`config.mk`:
```
export PLATFORM = sky130hd
export DESIGN_NAME = bounce_emulator
export DESIGN_NICKNAME = d
export VERILOG_FILES = /design/src/rtl/bounce_pkg.sv /design/src/rtl/lfsr16.sv /design/src/rtl/bounce_emulator.sv
export SDC_FILE = /design/constraint.sdc
export NUM_CORES = 1
export LEC_CHECK = 0
export CORE_UTILIZATION = 40
export CTS_CLUSTER_SIZE = 40
export DETAILED_ROUTE_END_ITERATION = 6
export PLACE_DENSITY = 0.72
export SYNTH_ARGS = -nofsm -noshare
export SYNTH_HDL_FRONTEND = slang
export SYNTH_SLANG_ARGS = --single-unit
export TNS_END_PERCENT = 20
```
`constraint.sdc`:
```
create_clock -name i_clk -period 1.9 [get_ports i_clk]
set_clock_uncertainty 0.2 [all_clocks]
set_input_delay 0.285 -clock i_clk [delete_from_list [all_inputs] [get_ports i_clk]]
set_output_delay 0.285 -clock i_clk [all_outputs]
set_load 0.1 [all_outputs]
```
`src/rtl/bounce_pkg.sv`:
```
// Shared types and constants for the contact-bounce emulator: FSM states and
// the 16-bit Galois LFSR that drives the chatter.
package bounce_pkg;

    typedef enum logic {
        IDLE   = 1'b0,
        BOUNCE = 1'b1
    } state_t;

    localparam int          LFSR_W       = 16;
    localparam logic [15:0] LFSR_TAPS    = 16'hB400;
    localparam logic [15:0] DEFAULT_SEED = 16'hACE1;

    function automatic logic [LFSR_W-1:0] lfsr_next(input logic [LFSR_W-1:0] s);
        return (s >> 1) ^ (s[0] ? LFSR_TAPS : '0);
    endfunction

    // An all-zero seed would lock the LFSR at zero forever.
    function automatic logic [LFSR_W-1:0] fix_seed(input logic [LFSR_W-1:0] s);
        return (s == '0) ? DEFAULT_SEED : s;
    endfunction

endpackage

```
`src/rtl/lfsr16.sv`:
```
// Free-running 16-bit Galois LFSR (right shift, taps 16'hB400); maximal length,
// so it cycles through all 65535 non-zero values and never reaches zero.
module lfsr16
    import bounce_pkg::*;
#(
    parameter logic [15:0] SEED = DEFAULT_SEED
) (
    input  logic        i_clk,
    input  logic        i_rst_n,
    output logic [15:0] o_state
);

    localparam logic [15:0] RST_VAL = fix_seed(SEED);

    always_ff @(posedge i_clk or negedge i_rst_n) begin
        if (!i_rst_n) begin
            o_state <= RST_VAL;
        end else begin
            o_state <= lfsr_next(o_state);
        end
    end

endmodule

```
`src/rtl/bounce_emulator.sv`:
```
// Turns a clean level into a bouncy contact signal: after each clean edge the
// output chatters (LFSR-driven) for BOUNCE_CYCLES clocks, then settles.
module bounce_emulator
    import bounce_pkg::*;
#(
    parameter int          BOUNCE_CYCLES = 16,
    parameter logic [15:0] LFSR_SEED     = DEFAULT_SEED
) (
    input  logic                             i_clk,
    input  logic                             i_rst_n,
    input  logic                             i_clean,
    input  logic                             i_enable,
    output logic                             o_bouncy,
    output logic                             o_busy,
    output logic                             o_dbg_state,
    output logic [$clog2(BOUNCE_CYCLES)-1:0] o_dbg_count,
    output logic [15:0]                      o_dbg_lfsr
);

    localparam int            CW   = $clog2(BOUNCE_CYCLES);
    localparam logic [CW-1:0] LAST = CW'(BOUNCE_CYCLES - 1);

    state_t        state, state_n;
    logic          r_clean;
    logic          r_target, target_n;
    logic [CW-1:0] count, count_n;
    logic          bouncy_n;
    logic          busy_n;
    logic [15:0]   lfsr;

    lfsr16 #(
        .SEED(LFSR_SEED)
    ) u_lfsr (
        .i_clk   (i_clk),
        .i_rst_n (i_rst_n),
        .o_state (lfsr)
    );

    always_ff @(posedge i_clk or negedge i_rst_n) begin
        if (!i_rst_n) begin
            state <= IDLE;
        end else begin
            state <= state_n;
        end
    end

    always_ff @(posedge i_clk or negedge i_rst_n) begin
        if (!i_rst_n) begin
            r_clean  <= 1'b0;
            r_target <= 1'b0;
            count    <= '0;
            o_bouncy <= 1'b0;
            o_busy   <= 1'b0;
        end else begin
            r_clean  <= i_clean;
            r_target <= target_n;
            count    <= count_n;
            o_bouncy <= bouncy_n;
            o_busy   <= busy_n;
        end
    end

    always_comb begin
        state_n  = state;
        target_n = r_target;
        count_n  = count;
        bouncy_n = o_bouncy;
        busy_n   = o_busy;
        if (!i_enable) begin
            // Transparent mode: follow the registered level, abort any window.
            state_n  = IDLE;
            busy_n   = 1'b0;
            target_n = r_clean;
            bouncy_n = r_clean;
            count_n  = '0;
        end else begin
            case (state)
                IDLE: begin
                    bouncy_n = r_target;
                    if (r_clean != r_target) begin
                        target_n = r_clean;
                        count_n  = '0;
                        state_n  = BOUNCE;
                        busy_n   = 1'b1;
                    end
                end
                BOUNCE: begin
                    if (lfsr[0]) begin
                        bouncy_n = ~o_bouncy;
                    end
                    // A new clean edge mid-window takes priority and restarts it.
                    if (r_clean != r_target) begin
                        target_n = r_clean;
                        count_n  = '0;
                    end else if (count == LAST) begin
                        bouncy_n = r_target;
                        state_n  = IDLE;
                        busy_n   = 1'b0;
                        count_n  = '0;
                    end else begin
                        count_n = count + 1'b1;
                    end
                end
                default: begin
                    state_n = IDLE;
                    busy_n  = 1'b0;
                end
            endcase
        end
    end

    assign o_dbg_state = state;
    assign o_dbg_count = count;
    assign o_dbg_lfsr  = lfsr;

endmodule

```
Word level (Yosys, flattened, before mapping). Index checks and enable logic that the tools add are counted.

Add/sub/neg operators: 1. Multiply operators: 0. Div/mod/pow operators: 0. $lt $le $gt $ge: 0. Eq/ne operators: 6. Shift operators: 0. Muxes and demuxes: 23. Bitwise gates (word level): 3. Reduce and logical (&&, ||, !) cells: 1.

Operator list (number): 16-bit 2-to-1 mux (1); 4-bit 2-to-1 mux (4); 15-bit by 16-bit XOR with 16-bit output (1); 1-bit 2-to-1 mux (14); 4-bit one-hot mux with 2 select lines (1); 3-bit inequality test (second input constant) (2); 1-bit one-hot mux with 2 select lines (3); 4-bit by 1-bit adder with 4-bit output (second input constant) (1); 4-bit equality test (second input constant) (1); 3-bit by 2-bit inequality test with 1-bit output (second input constant) (1); 3-bit AND reduction (1); 2-bit by 1-bit inequality test with 1-bit output (second input constant) (1); 1-bit inverter (2); 1-bit inequality test (1).

Flip-flop bits (word level): 25. Latch bits: 0. Bits in writable memories: 0. Memory bits (read-only): 0. Bits of input ports: 4. Memories kept: 0.

Longest topological paths before layout. Gate-level depths: netlist of run 1.

Depth after elaboration: 6. Gate-level depth with buffers: 4.

Modules after synthesis. A second synthesis of run 1 with hierarchy kept.

Cells, all modules: 62. Area, all modules: 890.9 um^2.

Modules (own cells, without submodules): bounce_emulator (instances 1, cells an instance 43, area an instance 454.2 um^2, seq. area each 225.2 um^2); lfsr16 (instances 1, cells an instance 19, area an instance 436.7 um^2, seq. area each 410.4 um^2).

Least setup slack after synthesis of run 1. No wires, ideal clock.

Path kind: flip-flop to flip-flop. Start: register state (netlist: o_dbg_state). End: register count[3] (netlist: o_dbg_count[3]). Data arrival time: 1.706 ns. Slack: -0.080 ns. Cell stages (with the launch flop): 5. Path buffers: 1. Clock period less this slack: 1.980 ns. Cells stage by stage: dfrtp_1 buf_6 nand2_4 or3_1 a21oi_2.

Cells in the longest elaborated chain, start to end: 3.

RTL lines: start, declared (RTL line bounce_emulator.sv:23) `state_t state, state_n;`; start signal, assigned (RTL line bounce_emulator.sv:43) `state <= state_n;`; 1-bit inverter; 4-bit one-hot mux with 2 select lines (RTL line bounce_emulator.sv:77) `case (state)`; 4-bit 2-to-1 mux (RTL line bounce_emulator.sv:69) `if (!i_enable) begin`; end signal, assigned (RTL line bounce_emulator.sv:57) `count <= count_n;`; end, declared (RTL line bounce_emulator.sv:26) `logic [CW-1:0] count, count_n;`.

Parallel ways exist; a longest one is shown, timed or not. A chain may end at the register's enable or synchronous reset.

Worst setup path in the final report of run 1.
Start: register u_lfsr.o_state[0]. End: output port o_dbg_lfsr[0].

RTL lines: start, declared (RTL line lfsr16.sv:10) `output logic [15:0] o_state`; start signal, assigned (RTL line lfsr16.sv:19) `o_state <= lfsr_next(o_state);`; end, declared (RTL line bounce_emulator.sv:17) `output logic [15:0] o_dbg_lfsr`.

No word-level cell between the ends.

==> results of run 1 <==
[area by class of cell]
class	instances	area share (%)
inverter	2	0.523
clock buffer	3	1.57
tap	27	2.35
multi-input combinational	35	16.0
timing repair buffer	27	34.7
clock inverter	1	0.349
sequential	25	44.6
[cells by family (layout without fill, tap and decap cells)]
kind of cell	count (synthesis)	after routing
AOI/OAI and AO/OA	11	11
xor gates and xnor gates	6	6
adders and majority gates	1	1
buffers and inverters	4	33
DFF	25	25
muxes	1	1
and+or+nand+nor	16	16
[synth_stat cells]
library cell and count:
a2bb2oi_1 2, ha_1 1, nand3_1 2, o21ai_0 2
nand2_4 1, nand3b_1 1, a22o_1 1, xnor2_1 1
nand2_1 7, nor2_1 2, dfstp_2 8, a21oi_1 4
dfrtp_1 17, clkbuf_1 1, nand4_1 1, nand2b_1 1
mux2i_1 1, a21oi_2 1, or3_1 1, buf_6 1
xor2_1 5, inv_1 2, a21o_1 1
[registers in the layout, summed over array words and instances (netlist names)]
name	cells
u_lfsr.o_state	16
o_bouncy	1
o_dbg_state	1
r_clean	1
o_dbg_count	4
r_target	1
o_busy	1
[power groups by stage]
stage               clock (mW)  sequential, mW  combinational, mW
CTS                      0.241           0.566              0.157
floorplan                    0           0.629             0.0365
detailed placement           0           0.575              0.157
global placement             0           0.574              0.153
global route             0.255           0.569              0.164
finish                   0.230           0.566              0.155
[through the flow]
stage	setup slack (ps)	hold slack, ps	power (mW)
floorplan	91.4	-211	0.665
global placement	369	175	0.727
detailed placement	318	181	0.732
CTS	191	111	0.964
global route	166	140	0.988
finish	216	103	0.951
[worst max-delay path by stage]
stage / startpoint / to / slack [ps] / depth (start not counted)
global placement: i_enable / o_bouncy / 370 / 4
finish: u_lfsr.o_state[0] / o_dbg_lfsr[0] / 220 / 1
CTS: u_lfsr.o_state[0] / o_dbg_lfsr[0] / 190 / 1
detailed placement: i_enable / o_bouncy / 320 / 4
global route: u_lfsr.o_state[0] / o_dbg_lfsr[0] / 170 / 1
floorplan: o_dbg_count[2] / o_dbg_count[3] / 90 / 3
[layer usage]
metal	part of all wire, %	wire length (µm)	vias up	GRT usage (%)
met2	55	976	20	30.1
met3	3.1	55	4	2.18
li1	-	-	269	-
met1	39	696	296	21.5
met4	2.0	36	0	10.3
met5	0	0	-	0
==> summary.md, run 1 <==
| Metric | Value |
|---|---|
| All-Layer GR Usage | `17.7%` |
| Clock network fraction of total power | `24.2%` |
| Cell Area, Placed | `1410 µm²` |
| Synthesis-stage register bit count | `25` |
| Main combinational cell family by area after synthesis | `simple AND/OR/NAND/NOR gates` |
| CTS root buffer | `clkbuf_4` |
| First-pass GRT wire length | `3130 µm` |
| Xor/xnor share of the synthesized area | `5.92%` |
| Period utilisation layout | `88.7%` |
| Nets | `99` |
| WS Path Type | `register to primary output` |
| Final ANT Viol Nets | `0` |
| WL/cell | `14.7 µm` |
| Quantity of gates resized following cts | `0` |
| Fillers | `138` |
| Final hold violations | `0` |
| # placed instances | `116` |
| DRC Markers | `0` |
| Row count | `16` |
| Slew Limit Fails | `0` |
| Die area | `2410 µm²` |
| Compound-Gate Fraction of Synth Area | `8.18%` |
| Dpl hpwl | `1360 µm` |
| Top cells by area, synth | `dfrtp_1, dfstp_2, xor2_1` |
| CP max-delay cell | `dfstp_2` |
| CP max FO | `6` |
| Most common cell after layout, fill and taps aside | `buf_12` |
| Cell taking the most area after synthesis | `dfrtp_1` |
| Combinational power share | `16.3%` |
| Status | `completed` |
| Setup tns final | `0 ps` |
| Endpoint class of the critical path | `primary output` |
| Sequential Power Share | `59.5%` |
| Post-synthesis sequential area ratio | `71.7%` |
| Mapped cell area | `887 µm²` |
| # hold bufs at CTS | `0` |
| Clock Tree Buf Depth | `2` |
| Most frequent cells in the layout | `buf_12, dfrtp_1, dfstp_2, nand2_1, xor2_1` |
| Crit path launch type | `register` |
| DR vias/cell | `4.91` |
| CTS tree | `done` |
| Clock Sinks | `25` |
| Max Cap Viol | `0` |
| Area of the multi-input gates | `229 µm²` |
| # port buffers | `26` |
| Synth warn | `0` |
| CP required | `1410 ps` |
| Cell Int Power | `0.680 mW` |
| # setup viols final | `0` |
| Die extent in x | `49.1 µm` |
| Routability Congestion | `0.814` |
| DRT Wirelength | `1770 µm` |
| Mapped Cells | `64` |
| Fraction of synthesized area in multiplexers | `1.13%` |
| Share of layout cells above drive strength 1 | `44.1%` |
| DRT iter0 DRCs | `5` |
| Switch Pwr | `0.271 mW` |
| Vias in the first global route | `624` |
| Clk slew on worst S/H paths | `130 ps` |
| Max VDD drop | `0.000469 V` |
| RSZ-0062 raised after global routing | `no` |
| Vias | `589` |
| Mean area per synthesized cell | `13.9 µm²` |
| Worst R2R End | `o_bouncy` |
| Storage element area | `639 µm²` |
| Delay of the slowest critical-path stage | `680 ps` |
| Skew-Pair Late Insertion Delay | `310 ps` |
| Post-CTS setup buffers | `0` |
| Area growth syn-to-layout | `61.8%` |
| CORE AREA | `2020 µm²` |
| Chip height | `49.1 µm` |
| Post-Syn Nets | `69` |
| Grt ovf | `0` |
| Largest net degree at the start of global routing | `26` |
| Cell chain of the critical path | `buf_12` |
| Pleak | `0.647 nW` |
| Fin crit period | `1680 ps` |
| HP Class | `primary input to asynchronous set/reset pin` |
| IO Pins | `27` |
| Layout Cells excl Fill | `120` |
| Pwr dens | `663 nW/µm²` |
| Number of antenna violations at the first check in global routing | `0` |
| Peak Freq | `594 MHz` |
| Post-Synth Adder-Cell Area | `1.41%` |
| Rel. slew slack | `80.4%` |
| R2R setup slack | `430 ps` |
| Diode count | `0` |
| TritonCTS Buffers | `3` |
| Post-Synth Simple-Gate Area | `9.17%` |
| WP data arrival | `1200 ps` |
| Number of distinct library cells after synthesis | `23` |
| Final instance area | `1440 µm²` |
| H-tree Lvls | `1` |
| Count of buffer and inverter cells on the critical path | `1` |
| Sw Share | `28.5%` |
| Initial Util | `43.9%` |
| Top delay family on crit path | `flip-flops` |
| Worst reg2reg path depth | `4` |
| Actual slew at the worst max-slew pin | `294 ps` |
| Worst r2r src | `o_dbg_count[0]` |
| Final core occ | `71.0%` |
| Drt pass-1 iters | `4` |
| Synth top area share | `48.0%` |
Note: power is estimated with default switching activity, not from simulation.
==> run 2, diff against run 1 <==
- ABC_AREA: default -> 1
- CTS_CLUSTER_DIAMETER: default -> 200
- PLACE_DENSITY: 0.72 -> 0.71
==> summary.md, run 2 <==
| Metric | Value |
|---|---|
| Routability Congestion | `0.823` |
| R2R setup slack | `470 ps` |
| Post-CTS setup buffers | `0` |
| Actual slew at the worst max-slew pin | `288 ps` |
| Max reg flops | `16` |
| Clk slew on worst S/H paths | `130 ps` |
| DRC Markers | `0` |
| Ys flop type | `dfrtp_1` |
| # setup viols final | `0` |
| Final hold violations | `0` |
| IO Pins | `27` |
| Area growth syn-to-layout | `60.9%` |
| Max Cap Viol | `0` |
| Final instance area | `1470 µm²` |
| Post-place setup slack | `358 ps` |
| Largest net degree at the start of global routing | `26` |
| Delay of the slowest critical-path stage | `670 ps` |
| Chip height | `49.8 µm` |
| CP required | `1410 ps` |
| Number of distinct library cells after synthesis | `19` |
| Synth warn | `0` |
| Count of buffer and inverter cells on the critical path | `1` |
| Top cells by area, synth | `dfrtp_1, dfstp_2, nand2_1` |
| Synthesis-stage register bit count | `25` |
| CP max-delay cell | `dfstp_2` |
| All-Layer GR Usage | `15.4%` |
| Worst r2r src | `o_dbg_count[0]` |
| Final ANT Viol Nets | `0` |
| Diode count | `0` |
| Die area | `2480 µm²` |
| Initial Util | `44.4%` |
| H-tree Lvls | `1` |
| Clock Tree Buf Depth | `2` |
| DRT Wirelength | `1610 µm` |
| Clock Sinks | `25` |
| # hold bufs at CTS | `0` |
| First-pass GRT wire length | `2750 µm` |
| DRT iter0 DRCs | `4` |
| Setup tns final | `0 ps` |
| Status | `completed` |
| Dpl hpwl | `1260 µm` |
| Peak Freq | `603 MHz` |
| Max VDD drop | `0.000480 V` |
| Synth top cells by count | `dfrtp_1, nand2_1, dfstp_2, inv_2, nand3_1` |
| WL/cell | `12.0 µm` |
| Worst reg2reg path depth | `7` |
| WP data arrival | `1170 ps` |
| CTS tree | `done` |
| Post-Syn Nets | `82` |
| Number of antenna violations at the first check in global routing | `0` |
| Grt ovf | `0` |
| Vias in the first global route | `593` |
| WS Path Type | `register to primary output` |
| Fin crit period | `1660 ps` |
| Pleak | `0.685 nW` |
| Slew Limit Fails | `0` |
| Cell chain of the critical path | `buf_12` |
| Endpoint class of the critical path | `primary output` |
| Row count | `16` |
| CORE AREA | `2060 µm²` |
| Most frequent cells in the layout | `buf_12, nand2_1, dfrtp_1, dfstp_2` |
| Largest Register | `u_lfsr.o_state` |
| # port buffers | `26` |
| Top delay family on crit path | `flip-flops` |
| CTS root buffer | `clkbuf_4` |
| EDFF count, synth | `0` |
| Fillers | `148` |
| Synth top area share | `46.5%` |
| Crit path launch type | `register` |
| CP max FO | `6` |
| Mean area per synthesized cell | `11.9 µm²` |
| RSZ-0062 raised after global routing | `no` |
| Rel. slew slack | `80.8%` |
| Period utilisation layout | `87.3%` |
| Vias | `630` |
| Quantity of gates resized following cts | `0` |
| Drt pass-1 iters | `4` |
| TritonCTS Buffers | `3` |
| Count leader, synth | `dfrtp_1` |
| Cell Area, Placed | `1450 µm²` |
| DR vias/cell | `4.70` |
| Mapped Cells | `77` |
| Mapped cell area | `915 µm²` |
| Ys async rst share | `100%` |
| Post-synthesis sequential area ratio | `69.5%` |
| Skew-Pair Late Insertion Delay | `300 ps` |
| Nets | `113` |
| Most common cell after layout, fill and taps aside | `buf_12` |
| Cell taking the most area after synthesis | `dfrtp_1` |
| Worst R2R End | `o_bouncy` |
| HP Class | `primary input to asynchronous set/reset pin` |
| Pwr dens | `657 nW/µm²` |
| Share of layout cells above drive strength 1 | `45.8%` |
| Final worst slack | `241 ps` |
| Die extent in x | `49.8 µm` |
## run 2: worst max-delay path by stage
stage / startpoint / endpoint / slack, ps / cells after the start
4_1_cts: u_lfsr.o_state[0] / o_dbg_lfsr[0] / 230 / 1
6_report: u_lfsr.o_state[0] / o_dbg_lfsr[0] / 240 / 1
2_1_floorplan: o_dbg_count[2] / o_bouncy / 80 / 5
3_3_place_gp: i_enable / o_bouncy / 370 / 7
3_5_place_dp: i_enable / o_busy / 360 / 7
5_1_grt: u_lfsr.o_state[0] / o_dbg_lfsr[0] / 200 / 1
## run 2: metal layers
layer	GRT usage, %	share of wire [%]	vias up
li1	-	-	303
met1	18.6	42	304
met2	26.4	53	21
met3	2.78	3.6	2
met4	7.14	1.6	0
met5	0	0	-
## run 2: final cells by class
class	instances	area (µm²)	area share, %
Clock buffer	4	26.3	1.79
Inverter	10	37.5	2.55
Multi-Input combinational cell	41	238	16.2
Sequential cell	25	638	43.4
Tap cell	27	33.8	2.30
Timing Repair Buffer	27	498	33.8
## run 2: through the flow
| step | util, % | power, mW | hold WS, ps | std cells |
|---|---|---|---|---|
| after global routing | 71.4 | 1.01 | 136 | 134 |
| after CTS | 71.4 | 0.979 | 131 | 134 |
| after global placement | 70.1 | 0.752 | 176 | 130 |
| after floorplan | - | 0.679 | -211 | 77 |
| final | 71.4 | 0.967 | 122 | 134 |
| after detailed placement | 70.1 | 0.755 | 179 | 130 |
## run 2: report_power, final
part / switching, mW / total, mW / leakage, nW / internal (mW)
clock: 0.142 / 0.224 / 0.0150 / 0.0818
combinational: 0.118 / 0.181 / 0.363 / 0.0627
sequential: 0.0169 / 0.562 / 0.306 / 0.545
total: 0.277 / 0.967 / 0.685 / 0.690
## run 2: kinds of logic after synthesis
family	synth area share [%]
and+or+nand+nor	15.7
DFF	69.5
buffers and inverters	4.51
AOI/OAI and AO/OA	4.10
xor gates and xnor gates	4.79
adders and majority gates	1.37
==> run 3, diff against run 2 <==
--- a/constraint.sdc
+++ b/constraint.sdc
@@ -4,2 +4,2 @@
 set_output_delay 0.285 -clock i_clk [all_outputs]
-set_load 0.1 [all_outputs]
+set_load 0.01 [all_outputs]
==> summary.md, run 3 (synthesized netlist as in run 2, its figures left out) <==
| Metric | Value |
|---|---|
| Status | `completed` |
| Most frequent cells in the layout | `clkdlybuf4s50_1, dfrtp_1, nand2_1, dfstp_2, dlygate4sd2_1` |
| WP data arrival | `1340 ps` |
| Number of antenna violations at the first check in global routing | `0` |
| Row count | `16` |
| Share of layout cells above drive strength 1 | `25.0%` |
| Pleak | `0.637 nW` |
| Pwr dens | `717 nW/µm²` |
| RSZ-0062 raised after global routing | `no` |
| WS Path Type | `register to primary output` |
| CTS tree | `done` |
| DR vias/cell | `4.57` |
| Max Cap Viol | `0` |
| Switch Pwr | `0.221 mW` |
| Final hold violations | `0` |
| Diode count | `0` |
| IO Pins | `27` |
| Clk slew on worst S/H paths | `140 ps` |
| Largest net degree at the start of global routing | `26` |
| Nets | `114` |
| H-tree Lvls | `1` |
| Cell Area, Placed | `1210 µm²` |
| Die extent in x | `49.8 µm` |
| TritonCTS Buffers | `3` |
| # port buffers | `26` |
| Vias | `617` |
| Initial Util | `44.4%` |
| CP max FO | `6` |
| Count of buffer and inverter cells on the critical path | `1` |
| Cell Int Power | `0.672 mW` |
| Dpl hpwl | `1180 µm` |
| Combinational power share | `9.9%` |
| Clock network fraction of total power | `27.9%` |
| Max reg flops | `16` |
| All-Layer GR Usage | `13.9%` |
| Cell chain of the critical path | `clkdlybuf4s50_1` |
| Area growth syn-to-layout | `36.3%` |
| CTS root buffer | `clkbuf_4` |
| Setup tns final | `0 ps` |
| Period utilisation layout | `95.8%` |
| HP Class | `primary input to asynchronous set/reset pin` |
| Largest Register | `u_lfsr.o_state` |
| CORE AREA | `2060 µm²` |
| Top delay family on crit path | `buffers and inverters` |
| Crit path depth | `1` |
| Final ANT Viol Nets | `0` |
| Peak Freq | `549 MHz` |
| Sequential Power Share | `62.2%` |
| Crit path launch type | `register` |
| Actual slew at the worst max-slew pin | `304 ps` |
| Die area | `2480 µm²` |
| Vias in the first global route | `604` |
| Endpoint class of the critical path | `primary output` |
| CP max-delay cell | `clkdlybuf4s50_1` |
| # setup viols final | `0` |
| Skew-Pair Late Insertion Delay | `320 ps` |
| Most common cell after layout, fill and taps aside | `clkdlybuf4s50_1` |
| Clock Sinks | `25` |
| DRT iter0 DRCs | `4` |
| CP required | `1410 ps` |
| Delay of the slowest critical-path stage | `560 ps` |
| Sw Share | `24.8%` |
| First-pass GRT wire length | `2580 µm` |
| Slew Limit Fails | `0` |
| Fin crit period | `1820 ps` |
| Grt ovf | `0` |
| Clock Tree Buf Depth | `2` |
| Power Total | `0.893 mW` |
| Final instance area | `1250 µm²` |
| Drt pass-1 iters | `2` |
| Worst reg2reg path depth | `7` |
| Max VDD drop | `0.000528 V` |
| DRT Wirelength | `1550 µm` |
| WL/cell | `11.5 µm` |
| Chip height | `49.8 µm` |
| DRC Markers | `0` |
| Rel. slew slack | `79.7%` |
| Routability Congestion | `0.757` |
run 3: cell types whose count changed in the layout (fill, tap and decap cells not counted), sizes merged:
cell / delta
buf: -22
clkdlybuf4s50: +15
dlygate4sd2: +7
clkbuf: -1
dlymetal6s2s: +1
inv: +1
run 3: layout make-up:
| cell class | instances | area (µm²) |
|---|---|---|
| tap | 27 | 33.8 |
| fill | 186 | 816 |
| clock inverter | 1 | 8.76 |
| multi-input combinational | 41 | 238 |
| inverter | 10 | 37.5 |
| sequential | 25 | 637 |
| timing repair buffer | 28 | 269 |
| clock buffer | 3 | 22.5 |
run 3: power by group through the flow:
stage	Combinational, mW	Sequential [mW]	Clock [mW]
final	0.0883	0.556	0.249
after floorplan	0.0400	0.569	0
after detailed placement	0.0901	0.565	0
after global routing	0.0986	0.558	0.278
after global placement	0.0886	0.565	0
after CTS	0.0903	0.556	0.257
run 3: metal layers:
| metal | vias to the layer above | track usage (%) | wire length, µm |
|---|---|---|---|
| li1 | 306 | - | - |
| met1 | 293 | 17.8 | 709 |
| met2 | 14 | 23.6 | 770 |
| met3 | 4 | 2.78 | 52 |
| met4 | 0 | 4.29 | 19 |
| met5 | - | 0 | 0 |
run 3: stage by stage:
stage               hold slack (ps)  instances  setup WS [ps]  util [%]
floorplan                      -211         77            530         -
global placement                155        130            281      58.8
detailed placement              158        130            263      58.8
CTS                             113        135           8.39      60.3
global route                    130        135           24.1      60.4
finish                          103        135           79.0      60.4
run 3: path summary, 6_finish.rpt:
kind | slack, ps | endpoint | startpoint
worst max-delay path | 80 | o_dbg_count[0] | o_dbg_count[0]
worst min-delay path | 100 | u_lfsr.o_state[9] | i_rst_n
worst max register to register | 480 | o_bouncy | o_dbg_count[0]
worst min register to register | 170 | u_lfsr.o_state[6] | u_lfsr.o_state[7]
max in group asynchronous | 1110 | u_lfsr.o_state[11] | i_rst_n
min in group i_clk | 170 | u_lfsr.o_state[6] | u_lfsr.o_state[7]
run 3: repair_timing:
action / CTS / global route
hold endpoints to repair: 0 / 0
setup buffers: 1 / 0
hold buffers: 0 / 0
setup endpoints to repair: 8 / 2
resized for setup: 7 / 2
